**src/rtl/ofm_reader.sv**
```systemverilog
// Drains N OFM words from a BRAM with one-cycle read latency onto a valid/ready stream.
// Optional OFM_READER_CLEAR_EN adds a trailing clear-write per read so the OFM starts at zero for the next layer.
module ofm_reader #(
  parameter  int FM_SIZE     = 4,
  parameter  int KERNEL_SIZE = 3,
  parameter  int PADDING     = 0,
  parameter  int STRIDE      = 1,
  parameter  int DATA_WIDTH  = 48,
  localparam int OUT_SIZE    = ((FM_SIZE - KERNEL_SIZE + 2*PADDING) / STRIDE) + 1,
  localparam int AW          = $clog2(OUT_SIZE**2) + 1
) (
  input  logic                  i_clk,
  input  logic                  i_rst,
  input  logic                  i_start,
  input  logic [AW-1:0]         i_count,
  output logic                  o_ofm_r_en,
  output logic [AW-1:0]         o_ofm_r_addr,
  input  logic [DATA_WIDTH-1:0] i_ofm_data,
  output logic                  o_tvalid,
  input  logic                  i_tready,
  output logic [DATA_WIDTH-1:0] o_tdata,
  output logic                  o_tlast,
  output logic                  o_busy,
  output logic                  o_done
`ifdef OFM_READER_CLEAR_EN
  ,
  output logic                  o_ofm_w_en,
  output logic [AW-1:0]         o_ofm_w_addr
`endif
);

  localparam logic [AW-1:0] TOTAL = AW'(OUT_SIZE * OUT_SIZE);

  typedef enum logic [1:0] {
    IDLE,
    DRAIN,
    FLUSH,
    DONE
  } state_e;

  state_e          state_q, state_d;
  logic [AW-1:0]   n_q, n_d;
  logic [AW-1:0]   rd_ptr_q, rd_ptr_d;
  logic [AW-1:0]   n_clamped;
  logic            inflight_q;
  logic            inflight_last_q;

  logic [DATA_WIDTH-1:0] fifo_data_q [2];
  logic                  fifo_last_q [2];
  logic                  fifo_wp_q;
  logic                  fifo_rp_q;
  logic [1:0]            fifo_cnt_q;

  logic       push;
  logic       pop;
  logic [1:0] occ_eff;
  logic       rd_en;
  logic       rd_is_last;
  logic       head_last;

  assign n_clamped  = (i_count > TOTAL) ? TOTAL : i_count;
  assign push       = inflight_q;
  assign pop        = (fifo_cnt_q != 2'd0) && i_tready;
  assign head_last  = fifo_last_q[fifo_rp_q];

  // A beat leaving this cycle frees its slot, so a read may issue every cycle
  // while i_tready stays high without ever exceeding two words outstanding.
  assign occ_eff    = fifo_cnt_q + {1'b0, inflight_q} - {1'b0, pop};
  assign rd_en      = (state_q == DRAIN) && (rd_ptr_q != n_q) && (occ_eff < 2'd2);
  assign rd_is_last = (rd_ptr_q == n_q - AW'(1));

  always_comb begin
    state_d  = state_q;
    n_d      = n_q;
    rd_ptr_d = rd_ptr_q;
    o_busy   = 1'b0;
    o_done   = 1'b0;
    unique case (state_q)
      IDLE: begin
        if (i_start) begin
          n_d      = n_clamped;
          rd_ptr_d = '0;
          state_d  = (n_clamped == '0) ? DONE : DRAIN;
        end
      end
      DRAIN: begin
        o_busy = 1'b1;
        if (rd_en) begin
          rd_ptr_d = rd_ptr_q + AW'(1);
          if (rd_is_last) state_d = FLUSH;
        end
      end
      FLUSH: begin
        o_busy = 1'b1;
        if (pop && head_last) state_d = DONE;
      end
      DONE: begin
        o_done  = 1'b1;
        state_d = IDLE;
      end
      default: state_d = IDLE;
    endcase
  end

  always_ff @(posedge i_clk or negedge i_rst) begin
    if (!i_rst) begin
      state_q  <= IDLE;
      n_q      <= '0;
      rd_ptr_q <= '0;
    end else begin
      state_q  <= state_d;
      n_q      <= n_d;
      rd_ptr_q <= rd_ptr_d;
    end
  end

  always_ff @(posedge i_clk or negedge i_rst) begin
    if (!i_rst) begin
      inflight_q      <= 1'b0;
      inflight_last_q <= 1'b0;
      fifo_data_q[0]  <= '0;
      fifo_data_q[1]  <= '0;
      fifo_last_q[0]  <= 1'b0;
      fifo_last_q[1]  <= 1'b0;
      fifo_wp_q       <= 1'b0;
      fifo_rp_q       <= 1'b0;
      fifo_cnt_q      <= 2'd0;
    end else begin
      inflight_q      <= rd_en;
      inflight_last_q <= rd_en && rd_is_last;
      if (push) begin
        fifo_data_q[fifo_wp_q] <= i_ofm_data;
        fifo_last_q[fifo_wp_q] <= inflight_last_q;
        fifo_wp_q              <= ~fifo_wp_q;
      end
      if (pop) fifo_rp_q <= ~fifo_rp_q;
      fifo_cnt_q <= fifo_cnt_q + {1'b0, push} - {1'b0, pop};
    end
  end

  assign o_ofm_r_en   = rd_en;
  assign o_ofm_r_addr = rd_ptr_q;
  assign o_tvalid     = (fifo_cnt_q != 2'd0);
  assign o_tdata      = fifo_data_q[fifo_rp_q];
  assign o_tlast      = o_tvalid && head_last;

`ifdef OFM_READER_CLEAR_EN
  // Write data is tied to zero at the top level; this only supplies strobe and address.
  logic          w_en_q;
  logic [AW-1:0] w_addr_q;

  always_ff @(posedge i_clk or negedge i_rst) begin
    if (!i_rst) begin
      w_en_q   <= 1'b0;
      w_addr_q <= '0;
    end else begin
      w_en_q   <= rd_en;
      w_addr_q <= rd_ptr_q;
    end
  end

  assign o_ofm_w_en   = w_en_q;
  assign o_ofm_w_addr = w_addr_q;
`endif

endmodule

```
**config.mk**
```make
export PLATFORM = sky130hd
export DESIGN_NAME = ofm_reader
export DESIGN_NICKNAME = d
export VERILOG_FILES = /design/src/rtl/ofm_reader.sv
export SDC_FILE = /design/constraint.sdc
export NUM_CORES = 1
export LEC_CHECK = 0
export CORE_UTILIZATION = 51
export CTS_CLUSTER_DIAMETER = 30
export DETAILED_ROUTE_END_ITERATION = 10
export PLACE_DENSITY_LB_ADDON = 0.25
export SYNTH_ARGS = -nofsm -noshare
export SYNTH_HDL_FRONTEND = slang
export SYNTH_SLANG_ARGS = --single-unit
export TNS_END_PERCENT = 1
```
**constraint.sdc**
```tcl
create_clock -name i_clk -period 4.1 [get_ports i_clk]
set_clock_uncertainty 0.1 [all_clocks]
set_input_delay 1.23 -clock i_clk [delete_from_list [all_inputs] [get_ports i_clk]]
set_output_delay 1.23 -clock i_clk [all_outputs]
set_load 0.02 [all_outputs]
```
* After elaboration in Yosys (flattened, before gate mapping) *
Index checks and enable logic that the tools add are counted.

storage, ports and cells
  register bits = 112
  output and inout port bits = 56
  logic and storage cells = 73

cells by class
  add/sub/neg operators = 4
  $lt $le $gt $ge = 5
  equality and inequality tests = 9
  muxes and demuxes = 24
  bitwise operators = 4
  reduce and logical (&&, ||, !) cells = 15

operators by type and width
  operator               number
  $mux W48               4
  $bwmux W96             1
  $demux W48 S1          1
  $mux W2                5
  $mux W3                3
  $ne A2 B2 Y1 const B   4
  $pmux W2 S4            1
  $logic_and A1 B1 Y1    7
  $mux W1                6
  $pmux W3 S2            1
  $eq A2 B2 Y1 const B   2
  $ge A2 B2 Y1 const B   2
  $not A1 Y2             2
  $reduce_and A4 Y1      1
  $reduce_bool A2 Y1     2
  $add A3 B1 Y3 const B  1
  $eq A3 B3 Y1           1
  $gt A3 B3 Y1 const B   1
  $logic_not A3 Y1       1
  $ne A3 B3 Y1           1
  $reduce_and A3 Y1      1
  $sub A3 B1 Y3 const B  1
  $add A2 B1 Y2          1
  $bwmux W2              1
  other kinds (9)        10

* Longest topological paths before layout *
  depth after elaboration = 7
  depth in mapped cells = 9
  gate-level depth less buffers = 9

* Worst setup path after synthesis *
Ideal clock, no wire load.

  path kind = input -> output
  start point = input i_tready
  end point = output o_ofm_r_en
  arrival = 2.612 ns
  required time = 2.770 ns
  slack = 0.158 ns
  stages on the path = 7
  buffers on the path = 0
  path through = o21ai_0 inv_1 ha_1 inv_1 ha_1 xor3_2 a311oi_4

between the ends
  longest elaborated chain between the ends = 4

ends and longest elaborated chain
  item                  RTL line  RTL
  start: declaration    20        input logic i_tready,
  $logic_and A1 B1 Y1   63        assign pop = (fifo_cnt_q != 2'd0) && i_tready;
  named net pop         55        logic pop;
  $sub A2 B1 Y2         68        assign occ_eff = fifo_cnt_q + {1'b0, inflight_q} - {1'b0, pop};
  named net occ_eff[1]  56        logic [1:0] occ_eff;
  $lt A2 B2 Y1          69        assign rd_en = (state_q == DRAIN) && (rd_ptr_q != n_q) && (occ_eff < 2'd2);
  $logic_and A1 B1 Y1   69
  end: declaration      16        output logic o_ofm_r_en,

The timed path passes the listed nets, and every way through them passes these cells.

* Worst setup path after layout *
Same ends and word-level chain as after synthesis.

==> impl_metrics.py <==
metrics = {
    "setup_path": {
        "cp.arrival_ns": 2.70,
        "r2r_end": "state_q[0]",
        "cp-start-kind": "input port",
        "worstPathMaxFanout": 2,
        "setup.worst_path.end": "o_ofm_r_en",
        "startpoint": "i_tready",
        "path_class": "input port to output port",
        "worst-r2r-setup-slack_ns": 0.73,
        "required_ns": 2.77,
        "reg2reg_from": "fifo_cnt_q[1]",
        "worst_setup_path_end_kind": "output port",
        "worstRegToRegCells": 22,
    },
    "final_layout": {
        "layout_common_cells": "148 x mux2_2, 111 x dfrtp_1, 107 x clkdlybuf4s50_1",
        "final_layout_size_suffix_gt1_frac": 0.4283,
        "diodes": 0,
        "final_common_cell": "mux2_2",
        "final_util": 0.7092,
        "nNetsFinal": 539,
        "fin_cells": 610,
        "area_growth_syn_to_layout_pct": 32.50,
    },
    "floorplan": {
        "rows": 35,
        "pin_count": 111,
        "core_area_um2": 9415,
        "die_area_um2": 10280,
        "start_util": 0.5353,
        "die-height_um": 101.4,
        "die_x_um": 101.4,
    },
    "logic_synthesis": {
        "synth_edf_count": 0,
        "synthArstFlopShare": 1.000,
        "synth.avg_cell_area_um2": 14.69,
        "synth_ff_type": "dfrtp_1",
        "yosysUniqueCellTypes": 30,
        "yosysSeqAreaShare": 0.5561,
        "syn-cell-area_um2": 5040,
        "synth_seq_cells": 112,
        "netlist_instances": 343,
        "synth_nets": 406,
        "yosys_warnings": 0,
    },
    "grt": {
        "grt_usage": 0.2129,
        "grt_pass1_wl_um": 16750,
        "grt_max_degree": 63,
        "gr-total-overflow": 0,
        "antenna_found_initial": 0,
        "grt_pass1_vias": 3460,
    },
    "sta": {
        "fmax_mhz": 248.1,
        "timing_hold_violations_final": 0,
        "setup_violations": 0,
        "min_period_over_period": 0.9832,
        "finalMaxSlewViolations": 0,
        "worstMarginPinSlew_ns": 0.7357,
        "fin_hold_ws_ns": 0.4107,
        "slew_headroom": 0.5085,
        "min_period_ns": 4.031,
        "rsz0062_at_grt": "false",
        "worst_slack_ns": 0.06876,
    },
    "power_and_ir_drop": {
        "p_leak_uw": 0.002809,
        "max-vdd-ir-drop_mv": 0.4672,
        "powerDensity_nw_per_um2": 863.9,
    },
    "clock_tree": {
        "cts.sinks": 112,
        "clock_latency_ns": 0.35,
        "clk_pin_slew_worst_paths_ns": 0.09,
        "postCtsHoldBufs": 0,
        "cts_buffer_depth": 2,
        "cts-htree-levels": 3,
        "cts_made_buffers": 9,
        "cts_tree": "done",
        "root_buffer": "clkbuf_8",
    },
    "route": {
        "avgViaCountPerCell": 5.264,
        "vias": 3211,
        "drc_errors": 0,
        "first_pass_iters": 4,
        "wl_per_cell_um": 16.85,
        "wl_um": 10280,
        "drt_iter0_drc": 83,
        "ant_nets": 0,
    },
    "placed_design": {
        "portBuffers": 110,
        "dp.cells": 574,
        "place.gp.congestion": 0.8373,
        "pre_cts_ws_ns": -0.7721,
        "dp_hpwl_um": 6857,
    },
    "min_path": {
        "hold_path.startpoint": "fifo_data_q[78]",
        "hold_path.class": "register to register",
    },
    "outcome": {
        "outcome": "completed",
    },
    "run": {
        "max_cap_violations": 0,
    },
}
## worst max-delay path, stage by stage
cell and delay, ns:
buf_2 0.10, o21ai_2 0.06, inv_1 0.06, ha_1 0.28, inv_2 0.07, ha_4 0.13
xor3_2 0.28, a311oi_4 0.32, buf_6 0.16
## sequential cells by signal, indices dropped and copies added (netlist names)
name             cells
fifo_data_q         96
n_q                  3
o_ofm_r_addr         3
fifo_cnt_q           2
fifo_last_q          2
state_q              2
fifo_rp_q            1
fifo_wp_q            1
inflight_last_q      1
inflight_q           1
## power by group
part / internal, uW / switching, uW / total [uW] / leakage, uW
combinational: 1810 / 1370 / 3180 / 0.00140
clock: 244 / 370 / 614 / 0.0000914
sequential: 1650 / 324 / 1980 / 0.00132
total: 3710 / 2060 / 5770 / 0.00281
## logic make-up after synthesis
logic type | count (synthesis) | share of synthesized area
and+or+nand+nor | 22 | 0.02185
xor gates and xnor gates | 8 | 0.02011
adders and majority gates | 8 | 0.01986
AOI/OAI and AO/OA | 13 | 0.02036
DFF | 112 | 0.5561
buffers and inverters | 27 | 0.02110
muxes | 153 | 0.3406
## metal layers
layer  wire length (um)  track usage  vias up
li1                   -            -     1477
met4                190      0.07358        0
met1               4516       0.2766     1624
met3                456      0.04003       17
met5                  0            0        -
met2               5116       0.3600       93
## how the worst min path moves through the flow
stage          depth (start not counted)  slack (ns)         endpoint
2_1_floorplan                          1        0.36        fifo_wp_q
3_3_place_gp                           1        0.38  fifo_data_q[31]
3_5_place_dp                           1        0.39  fifo_data_q[24]
4_1_cts                                1        0.41  fifo_data_q[30]
5_1_grt                                1        0.43  fifo_data_q[10]
6_report                               1        0.41  fifo_data_q[78]
## metrics by stage
stage / power (uW) / instance area [um^2] / TNS (ns)
CTS: 5749 / 6650 / 0
global placement: 4936 / 6322 / -0.6919
finish: 5769 / 6678 / 0
detailed placement: 5047 / 6322 / -0.7721
floorplan: 3836 / 5040 / 0
global route: 6111 / 6678 / 0
## layout make-up
type / count / area (um^2)
Clock inverter: 5 / 41.29
Clock buffer: 11 / 141.4
Inverter: 10 / 37.54
Multi-Input combinational cell: 204 / 2167
Timing Repair Buffer: 139 / 1325
Fill cell: 659 / 2738
Tap cell: 129 / 161.4
Sequential cell: 112 / 2804
## synth_stat cells (2+ instances only)
| cell type | count | area (um^2) |
|---|---|---|
| nand2_1 | 6 | 22.52 |
| xnor2_1 | 5 | 43.79 |
| nor2_1 | 5 | 18.77 |
| inv_1 | 10 | 37.54 |
| dfrtp_1 | 112 | 2803 |
| buf_2 | 4 | 20.02 |
| clkbuf_1 | 8 | 30.03 |
| mux2i_1 | 5 | 50.05 |
| mux2_2 | 148 | 1667 |
| o21ai_0 | 6 | 30.03 |
| nor2b_1 | 2 | 12.51 |
| buf_1 | 5 | 18.77 |
| ha_1 | 8 | 100.1 |
| nand2b_1 | 3 | 18.77 |
## what timing repair did
| item | CTS | global route |
|---|---|---|
| cloned | 0 | 0 |
| resized for setup | 12 | 5 |
| pin swaps | 3 | 4 |
| setup buffers | 19 | 2 |
| setup endpoints to repair | 1 | 3 |
No activity file was read; power rests on OpenSTA's default activity.
